[config.mk]
export PLATFORM = sky130hd
export DESIGN_NAME = alu_mc
export DESIGN_NICKNAME = d
export VERILOG_FILES = /design/src/rtl/alu_mc.sv
export SDC_FILE = /design/constraint.sdc
export NUM_CORES = 1
export LEC_CHECK = 0
export BUFFER_PORTS_ARGS = -buffer_cell sky130_fd_sc_hd__buf_4
export CORE_ASPECT_RATIO = 1.5
export CORE_MARGIN = 2
export CORE_UTILIZATION = 45
export CTS_BUF_LIST = sky130_fd_sc_hd__clkbuf_16
export DETAILED_ROUTE_END_ITERATION = 7
export GPL_TIMING_DRIVEN = 0
export SETUP_SLACK_MARGIN = 0.5
export SLEW_MARGIN = 0
export SYNTH_ARGS = -nofsm -noshare
export SYNTH_HDL_FRONTEND = slang
export SYNTH_SLANG_ARGS = --single-unit
export TNS_END_PERCENT = 5
[constraint.sdc]
create_clock -name clk -period 10.44 [get_ports clk]
set_clock_uncertainty 0.15 [all_clocks]
set_input_delay 2.61 -clock clk [delete_from_list [all_inputs] [get_ports clk]]
set_output_delay 2.61 -clock clk [all_outputs]
set_load 0.05 [all_outputs]
[src/rtl/alu_mc.sv]
// Multi-cycle ALU: single-cycle logic/arith ops plus iterative signed/unsigned
// multiply and divide into HI/LO, with a start/busy/done handshake.
module alu_mc #(
  parameter int unsigned WIDTH = 32,
  parameter int unsigned SHW   = $clog2(WIDTH)
) (
  input  logic             clk,
  input  logic             rst_n,
  input  logic             start,
  input  logic [5:0]       Func,
  input  logic [WIDTH-1:0] A,
  input  logic [WIDTH-1:0] B,
  output logic [WIDTH-1:0] O,
  output logic             OV,
  output logic             CO,
  output logic [WIDTH-1:0] HI,
  output logic [WIDTH-1:0] LO,
  output logic             DZ,
  output logic             busy,
  output logic             done
);

  localparam logic [5:0] F_ADD   = 6'b000010;
  localparam logic [5:0] F_SUB   = 6'b000100;
  localparam logic [5:0] F_AND   = 6'b001000;
  localparam logic [5:0] F_OR    = 6'b010000;
  localparam logic [5:0] F_NOR   = 6'b100000;
  localparam logic [5:0] F_NAND  = 6'b000011;
  localparam logic [5:0] F_XOR   = 6'b010001;
  localparam logic [5:0] F_SLTU  = 6'b000101;
  localparam logic [5:0] F_SLT   = 6'b001001;
  localparam logic [5:0] F_EQ    = 6'b100001;
  localparam logic [5:0] F_NE    = 6'b100011;
  localparam logic [5:0] F_SLL   = 6'b001100;
  localparam logic [5:0] F_SRL   = 6'b001101;
  localparam logic [5:0] F_SRA   = 6'b001110;
  localparam logic [5:0] F_MULTU = 6'b000110;
  localparam logic [5:0] F_MULT  = 6'b000111;
  localparam logic [5:0] F_DIVU  = 6'b001010;
  localparam logic [5:0] F_DIV   = 6'b001011;

  typedef enum logic [1:0] {S_IDLE, S_CALC, S_FIX} state_e;

  state_e           state_q, state_d;
  logic [SHW-1:0]   cnt_q, cnt_d;
  logic [WIDTH-1:0] o_q, o_d, hi_q, hi_d, lo_q, lo_d;
  logic             ov_q, ov_d, co_q, co_d, dz_q, dz_d, done_q, done_d;
  logic [WIDTH-1:0] acc_hi_q, acc_hi_d, acc_lo_q, acc_lo_d, mag_q, mag_d;
  logic             neg_q, neg_d, sa_q, sa_d, div_q, div_d;

  logic [WIDTH:0]   add_r, sub_r;
  logic [WIDTH-1:0] sc_o;
  logic             sc_ov, sc_co;
  logic             is_md, is_div, signed_op;
  logic [WIDTH-1:0] abs_a, abs_b;
  logic [WIDTH:0]   mul_sum, div_sh;
  logic             div_ge;
  logic [WIDTH-1:0] div_df, quo_f, rem_f;
  logic [2*WIDTH-1:0] prod_f;

  assign add_r = {1'b0, A} + {1'b0, B};
  assign sub_r = {1'b0, A} + {1'b0, ~B} + (WIDTH+1)'(1);

  always_comb begin
    sc_o  = '0;
    sc_ov = 1'b0;
    sc_co = 1'b0;
    case (Func)
      F_ADD: begin
        sc_o  = add_r[WIDTH-1:0];
        sc_co = add_r[WIDTH];
        sc_ov = (A[WIDTH-1] == B[WIDTH-1]) && (add_r[WIDTH-1] != A[WIDTH-1]);
      end
      F_SUB: begin
        sc_o  = sub_r[WIDTH-1:0];
        sc_co = sub_r[WIDTH];
        sc_ov = (A[WIDTH-1] != B[WIDTH-1]) && (sub_r[WIDTH-1] != A[WIDTH-1]);
      end
      F_AND:  sc_o = A & B;
      F_OR:   sc_o = A | B;
      F_NOR:  sc_o = ~(A | B);
      F_NAND: sc_o = ~(A & B);
      F_XOR:  sc_o = A ^ B;
      F_SLTU: sc_o = {{(WIDTH-1){1'b0}}, A < B};
      F_SLT:  sc_o = {{(WIDTH-1){1'b0}}, $signed(A) < $signed(B)};
      F_EQ:   sc_ov = (A == B);
      F_NE:   sc_ov = (A != B);
      F_SLL:  sc_o = A << B[SHW-1:0];
      F_SRL:  sc_o = A >> B[SHW-1:0];
      F_SRA:  sc_o = $unsigned($signed(A) >>> B[SHW-1:0]);
      default: ;
    endcase
  end

  assign is_md     = (Func == F_MULTU) || (Func == F_MULT) || (Func == F_DIVU) || (Func == F_DIV);
  assign is_div    = (Func == F_DIVU) || (Func == F_DIV);
  assign signed_op = (Func == F_MULT) || (Func == F_DIV);
  assign abs_a     = (signed_op && A[WIDTH-1]) ? -A : A;
  assign abs_b     = (signed_op && B[WIDTH-1]) ? -B : B;

  // Shared datapath: mult keeps multiplicand in mag_q and multiplier/low product
  // in acc_lo_q; div keeps divisor in mag_q, dividend/quotient in acc_lo_q.
  assign mul_sum = {1'b0, acc_hi_q} + (acc_lo_q[0] ? {1'b0, mag_q} : '0);
  assign div_sh  = {acc_hi_q, acc_lo_q[WIDTH-1]};
  assign div_ge  = div_sh >= {1'b0, mag_q};
  assign div_df  = div_sh[WIDTH-1:0] - mag_q;
  assign prod_f  = neg_q ? -{acc_hi_q, acc_lo_q} : {acc_hi_q, acc_lo_q};
  assign quo_f   = neg_q ? -acc_lo_q : acc_lo_q;
  assign rem_f   = sa_q ? -acc_hi_q : acc_hi_q;

  always_comb begin
    state_d  = state_q;
    cnt_d    = cnt_q;
    o_d      = o_q;
    ov_d     = ov_q;
    co_d     = co_q;
    hi_d     = hi_q;
    lo_d     = lo_q;
    dz_d     = dz_q;
    done_d   = 1'b0;
    acc_hi_d = acc_hi_q;
    acc_lo_d = acc_lo_q;
    mag_d    = mag_q;
    neg_d    = neg_q;
    sa_d     = sa_q;
    div_d    = div_q;
    case (state_q)
      S_IDLE: begin
        if (start) begin
          if (!is_md) begin
            o_d    = sc_o;
            ov_d   = sc_ov;
            co_d   = sc_co;
            done_d = 1'b1;
          end else if (is_div && (B == '0)) begin
            lo_d   = '1;
            hi_d   = A;
            dz_d   = 1'b1;
            done_d = 1'b1;
          end else begin
            mag_d    = is_div ? abs_b : abs_a;
            acc_lo_d = is_div ? abs_a : abs_b;
            acc_hi_d = '0;
            neg_d    = signed_op && (A[WIDTH-1] ^ B[WIDTH-1]);
            sa_d     = signed_op && A[WIDTH-1];
            div_d    = is_div;
            cnt_d    = '0;
            state_d  = S_CALC;
          end
        end
      end
      S_CALC: begin
        if (div_q) begin
          acc_hi_d = div_ge ? div_df : div_sh[WIDTH-1:0];
          acc_lo_d = {acc_lo_q[WIDTH-2:0], div_ge};
        end else begin
          acc_hi_d = mul_sum[WIDTH:1];
          acc_lo_d = {mul_sum[0], acc_lo_q[WIDTH-1:1]};
        end
        cnt_d = cnt_q + SHW'(1);
        if (cnt_q == SHW'(WIDTH-1)) state_d = S_FIX;
      end
      S_FIX: begin
        if (div_q) begin
          lo_d = quo_f;
          hi_d = rem_f;
        end else begin
          {hi_d, lo_d} = prod_f;
        end
        dz_d    = 1'b0;
        done_d  = 1'b1;
        state_d = S_IDLE;
      end
      default: state_d = S_IDLE;
    endcase
  end

  always_ff @(posedge clk) begin
    if (!rst_n) begin
      state_q  <= S_IDLE;
      cnt_q    <= '0;
      o_q      <= '0;
      ov_q     <= 1'b0;
      co_q     <= 1'b0;
      hi_q     <= '0;
      lo_q     <= '0;
      dz_q     <= 1'b0;
      done_q   <= 1'b0;
      acc_hi_q <= '0;
      acc_lo_q <= '0;
      mag_q    <= '0;
      neg_q    <= 1'b0;
      sa_q     <= 1'b0;
      div_q    <= 1'b0;
    end else begin
      state_q  <= state_d;
      cnt_q    <= cnt_d;
      o_q      <= o_d;
      ov_q     <= ov_d;
      co_q     <= co_d;
      hi_q     <= hi_d;
      lo_q     <= lo_d;
      dz_q     <= dz_d;
      done_q   <= done_d;
      acc_hi_q <= acc_hi_d;
      acc_lo_q <= acc_lo_d;
      mag_q    <= mag_d;
      neg_q    <= neg_d;
      sa_q     <= sa_d;
      div_q    <= div_d;
    end
  end

  assign O    = o_q;
  assign OV   = ov_q;
  assign CO   = co_q;
  assign HI   = hi_q;
  assign LO   = lo_q;
  assign DZ   = dz_q;
  assign busy = (state_q != S_IDLE);
  assign done = done_q;

endmodule

==> results.txt, run 1 <==
----------------------------------------------------
[Status]
  Run status ... did not finish
  Exit stage ... global routing
  Error that halted the flow ... [ERROR GRT-0116] Global routing finished with congestion. Check the congestion regions in the DRC Viewer.

[Place]
  Detail Placement HPWL ... 121100 um
  Placer congestion estimate ... approximately 1.1
  Number of buffers inserted by port buffering ... 171
  Instance count after placement with tap cells included ... 4332

[Logic synthesis]
  Count of yosys warnings during synthesis ... 0
  #FFs+latches synth ... 206
  Synth area leader ... dfxtp_1
  Number of enable flip-flop cells after synthesis ... 0
  Synthesized area divided by synthesized cell count ... between 7 and 8 um2
  Leading post-synthesis cells by cell area ... dfxtp_1 (17%), ha_1 (8.8%), a21oi_1 (6.7%)
  Proportion of netlist area held by the largest area contributor ... between 10% and 20%
  Mapped Nets ... 3719
  Async S/R FF share, synth ... 0%
  Post-Synthesis Cells ... ~3500
  Top FF cell, synth ... dfxtp_1
  Netlist area before placement ... 24430 um2
  Post-synthesis cell type count ... 93
  Share of synthesized area occupied by flip-flops and latches ... between 10% and 20%

[Clock tree]
  CTS hold repair buffers ... 0
  Clock net sink count ... 206
  Post-CTS setup buffer count ... 0
  Clk Tree Root Cell ... clkbuf_16
  Htree depth ... 1
  Clock buffer count from CTS ... 25
  Buffer levels on the longest clock path ... 3
  Post-CTS resize count ... 0

[Floorplan]
  Die height ... 289.4 um
  Chip Width ... ~200 um
  Starting density of the core ... roughly 46%
  Rows ... 104
  I/O pin count ... between 150 and 200

[Global route]
  Global-route usage over all layers ... 56.17%
  Maximum number of pins on one net before global-route repair ... 14
  Remaining global-route overflow ... 5
  Via count of the first global-routing pass ... 32380
  Global-route wire length before repair ... 231100 um

----------------------------------------------------
==> stage by stage <==
stage / utilization [%] / worst slack [ns] / hold slack, ns / area [um2]
3_5_place_dp: 49.61 / 1.151 / 0.2884 / 26600
4_1_cts: 51.07 / 1.751 / 0.3034 / 27380
3_3_place_gp: 49.57 / 1.058 / 0.2881 / 26570
2_1_floorplan: - / 3.800 / 0.2819 / 24430
==> kinds of logic after synthesis <==
| logic type | count (synthesis) | synth area share (%) |
|---|---|---|
| and+or+nand+nor | 1110 | 20.78 |
| adders and majority gates | 175 | 9.087 |
| DFF | 206 | 16.88 |
| xor gates and xnor gates | 187 | 6.705 |
| muxes | 151 | 7.514 |
| buffers and inverters | 436 | 6.874 |
| AOI/OAI and AO/OA | 1206 | 32.16 |
==> cells in the mapped netlist (all sizes together), types with 24 or more instances <==
master,instances
xnor2,128
o21ai,281
or3,27
a221oi,35
xor2,59
nand2b,41
o211ai,52
o31ai,41
inv,153
nor3,81
a21o,55
mux2i,108
mux4,24
clkbuf,226
nor4,34
a211oi,54
o221ai,26
dfxtp,206
a31oi,44
nand2,348
a21oi,328
ha,171
buf,55
o22ai,38
nand3,71
nor2,383
a22oi,37
==> routing by layer <==
| metal | GRT overflow | global-route usage (%) |
|---|---|---|
| met1 | 0 | 54.08 |
| met2 | 1 | 87.32 |
| met3 | 0 | 21.32 |
| met4 | 4 | 64.47 |
| met5 | 0 | 1.010 |
==> inputs of run 2 (changes only) <==
CORE_ASPECT_RATIO = unset   (was 1.5)
CORE_UTILIZATION = 30   (was 45)
CTS_BUF_LIST = unset   (was sky130_fd_sc_hd__clkbuf_16)
PLACE_DENSITY_LB_ADDON = 0.15   (was unset)
SETUP_SLACK_MARGIN = unset   (was 0.5)
==> run 2 against run 1 <==
Effect of this change: synthesized cell count did not move; the run now ends clean; area after synthesis unchanged.
==> results.txt, run 2 <==
----------------------------------------------------
[Status]
  Run status ... finished, final reports clean

[Place]
  Instance count after placement with tap cells included ... approximately 4700
  Placer congestion estimate ... 1.055
  Post-placement setup slack ... approximately 1.7 ns
  Detail Placement HPWL ... 115800 um
  Number of buffers inserted by port buffering ... 171

[Power and ir drop]
  Part of the total power dissipated in combinational logic ... 33.0%
  PwrDens ... 102.5 nW/um2
  Static leakage ... about 11 nW
  Relative contribution of the clock network to total power ... 38.8%
  VDD IR max ... between 0.1 and 0.15 mV
  Int Pwr ... 0.001745 W
  Power dissipated by switching net loads ... 0.001134 W
  Sequential Power Share ... 28.3%
  Switching fraction of total power ... 39.39%

[Clock tree]
  Post-CTS clock slew at the launch and capture registers of the worst setup and hold paths ... about 0.06 ns
  Post-CTS setup buffer count ... 0
  Clock buffer count from CTS ... 29
  Buffer levels on the longest clock path ... 3
  CTS hold repair buffers ... 0
  Clk Tree Root Cell ... clkbuf_16
  Clock tree from TritonCTS ... yes
  Clock net sink count ... 206
  Htree depth ... 1
  Post-CTS resize count ... 0
  Clock insertion delay at the later pin of the skew report ... 0.64 ns

[Logic synthesis]
  Share of synthesized area occupied by flip-flops and latches ... 16.88%
  Synth area leader ... dfxtp_1
  Mapped Nets ... ~3700
  Count of yosys warnings during synthesis ... 0
  Number of enable flip-flop cells after synthesis ... 0
  Async S/R FF share, synth ... 0%
  #FFs+latches synth ... 206
  Top FF cell, synth ... dfxtp_1
  Proportion of netlist area held by the largest area contributor ... 16.88%
  Post-synthesis cell type count ... 93
  Post-synth top cells ... nor2_1 (382), nand2_1 (348), a21oi_1 (326)
  Leading post-synthesis cells by cell area ... dfxtp_1 (17%), ha_1 (8.8%), a21oi_1 (6.7%)
  Most repeated cell in the gate-level netlist after synthesis ... nor2_1
  Post-Synthesis Cells ... ~3500
  Synthesized area divided by synthesized cell count ... 7.038 um2
  Netlist area before placement ... ~24000 um2

[STA]
  Total negative setup slack ... 0 ns
  Final slew viol count ... 0
  Post-route clock period utilization ... 82.23%
  Final-report hold violation count ... 0
  Normalized max-slew margin ... 6.559%
  Final number of setup-violating endpoints ... 0
  Maximum clock frequency ... 116.5 MHz
  RSZ-0062 raised after global routing ... no
  Slew of the pin with the lowest slew margin ... about 1.4 ns
  Shortest period the worst path allows ... 8.585 ns
  Final worst-path setup slack ... 1.855 ns

[Global route]
  Initial antenna violation count ... 2
  Remaining global-route overflow ... 0
  Via count of the first global-routing pass ... 27170
  Maximum number of pins on one net before global-route repair ... 16
  Global-route usage over all layers ... between 30% and 40%
  Global-route wire length before repair ... 200300 um

[Drt]
  Via-per-instance ratio ... 6.119
  Drt initial violations ... around 3300
  Routed wire length ... between 100000 and 150000 um
  Total number of vias ... 29110
  Remaining design rule violation count ... 0
  Number of nets with antenna violations after routing ... 0
  Routed length per instance ... between 20 and 30 um
  First-pass iteration count of the detailed router ... 6

[Critical path]
  Kind of cell adding the most delay to the critical path ... buffers and inverters
  Max stage delay on crit path ... a little over 0.9 ns
  Category of the worst setup path capture point ... flip-flop
  Critical Path Stages ... 17
  Critical path cell sequence ... buf_4 -> inv_1 -> buf_1 -> clkbuf_1 -> buf_1 -> ha_1 -> clkbuf_1 -> nor3_1 -> o31ai_1 -> a31oi_1 -> nor2_1 -> o21ai_0 -> a211oi_1 -> o221ai_1 -> xnor2_1 -> a221oi_1 -> nor3_1
  Arrival time at the worst endpoint ... 8.90 ns
  Worst Path Max Fanout ... 11
  R2R depth ... 13
  Startpoint Class ... input port
  Buffers and inverters on the worst path ... 6
  Highest-delay cell along the critical path ... buf_1
  Required time at the worst-slack endpoint ... 10.76 ns
  Classification of the worst setup path ... in2reg

[Floorplan]
  Floorplan die area ... 83720 um2
  Placeable core region ... 80550 um2
  Rows ... 104
  Die height ... 289.4 um
  I/O pin count ... 174
  Chip Width ... 289.4 um
  Starting density of the core ... a little under a third

[Min path]
  Type of the worst min-delay path ... reg2reg
  Worst hold path stage count ... 2

[Run]
  Max Cap Viol ... 0

[Finish]
  Commonest cells after routing, fill and taps aside ... nor2_1 (382), nand2_1 (348), a21oi_1 (326)
  Filler cell count in the final layout ... 8877
  Leading cell type in the layout, fill and taps excluded ... nor2_1
  Area of the multi-input gates ... 18630 um2
  Final #Nets ... 3922
  Fraction of final layout cells sized beyond drive strength 1 ... under 10%
  Signed area change from the synthesized netlist to the final layout ... 14.99%
  Sequential cell area ... about 4100 um2
  Cell Count, Final, Fillers Out ... about 4800
  Number of diodes added for antenna fixing ... 0

----------------------------------------------------
## run 2: cell counts after synthesis
Identical to the previous run, type by type.
## run 2: cells by family (layout without fill, tap and decap cells)
group | count (synthesis) | in the layout | share of synthesized area (%)
compound gates | 1206 | 1206 | 32.16
simple gates | 1110 | 1110 | 20.78
buf+inv | 436 | 662 | 6.874
flops | 206 | 206 | 16.88
xor+xnor | 187 | 187 | 6.705
fa+ha+maj | 175 | 175 | 9.087
mux | 151 | 151 | 7.514
## run 2: worst reg2reg max path: stages, from the launching register on
cell      delay [ns]
dfxtp_1         0.40
inv_1           0.26
clkbuf_1        0.45
nor2_1          0.09
ha_1            0.37
o211ai_1        0.11
o21ai_0         0.47
a221oi_1        0.23
o21ai_0         0.64
a21boi_0        0.34
o21ai_0         0.54
nor3b_1         0.30
o211ai_1        0.14
a21oi_1         0.17
## run 2: power by group through the flow
stage                     Combinational, W  Sequential [W]  Clock [W]
after CTS                         0.000911        0.000813    0.00113
after global placement            0.000915        0.000830          0
after detailed placement          0.000906        0.000830          0
after global routing              0.000987        0.000815    0.00116
after floorplan                   0.000530        0.000842          0
final                             0.000949        0.000814    0.00112
## run 2: path summary, 6_finish.rpt
path                             startpoint      endpoint  slack, ns
worst min-delay path                  O[18]         O[18]       0.30
worst max-delay path                   B[2]         O[28]       1.85
worst max register to register  acc_lo_q[0]  acc_hi_q[31]       5.70
worst min register to register        O[18]         O[18]       0.30
## run 2: stage by stage
step / utilization [%] / cell area (um2) / power, W / hold WS (ns)
floorplan: - / 24430 / 0.001372 / 0.2819
global placement: 33.57 / 27040 / 0.001745 / 0.2886
detailed placement: 33.58 / 27050 / 0.001736 / 0.2888
CTS: 34.87 / 28090 / 0.002855 / 0.3025
global route: 34.87 / 28090 / 0.002958 / 0.3214
finish: 34.87 / 28090 / 0.002880 / 0.2959
## run 2: cell type report
cell class / count / share of cell area [%]
clock buffers: 38 / 2.846
multi-input cells: 2829 / 66.31
well taps: 1060 / 4.722
flip-flops and latches: 206 / 14.68
clock inverters: 16 / 0.8553
plain buffers: 281 / 3.907
repair buffers: 172 / 4.606
inverters: 155 / 2.071
## run 2: metal layers
layer / part of all wire, % / track usage [%]
met4: 7.3 / 20.13
met2: 43 / 50.75
met1: 41 / 42.93
met5: 0.012 / 0
met3: 8.2 / 5.260
Power figures use the tool's default switching activity.
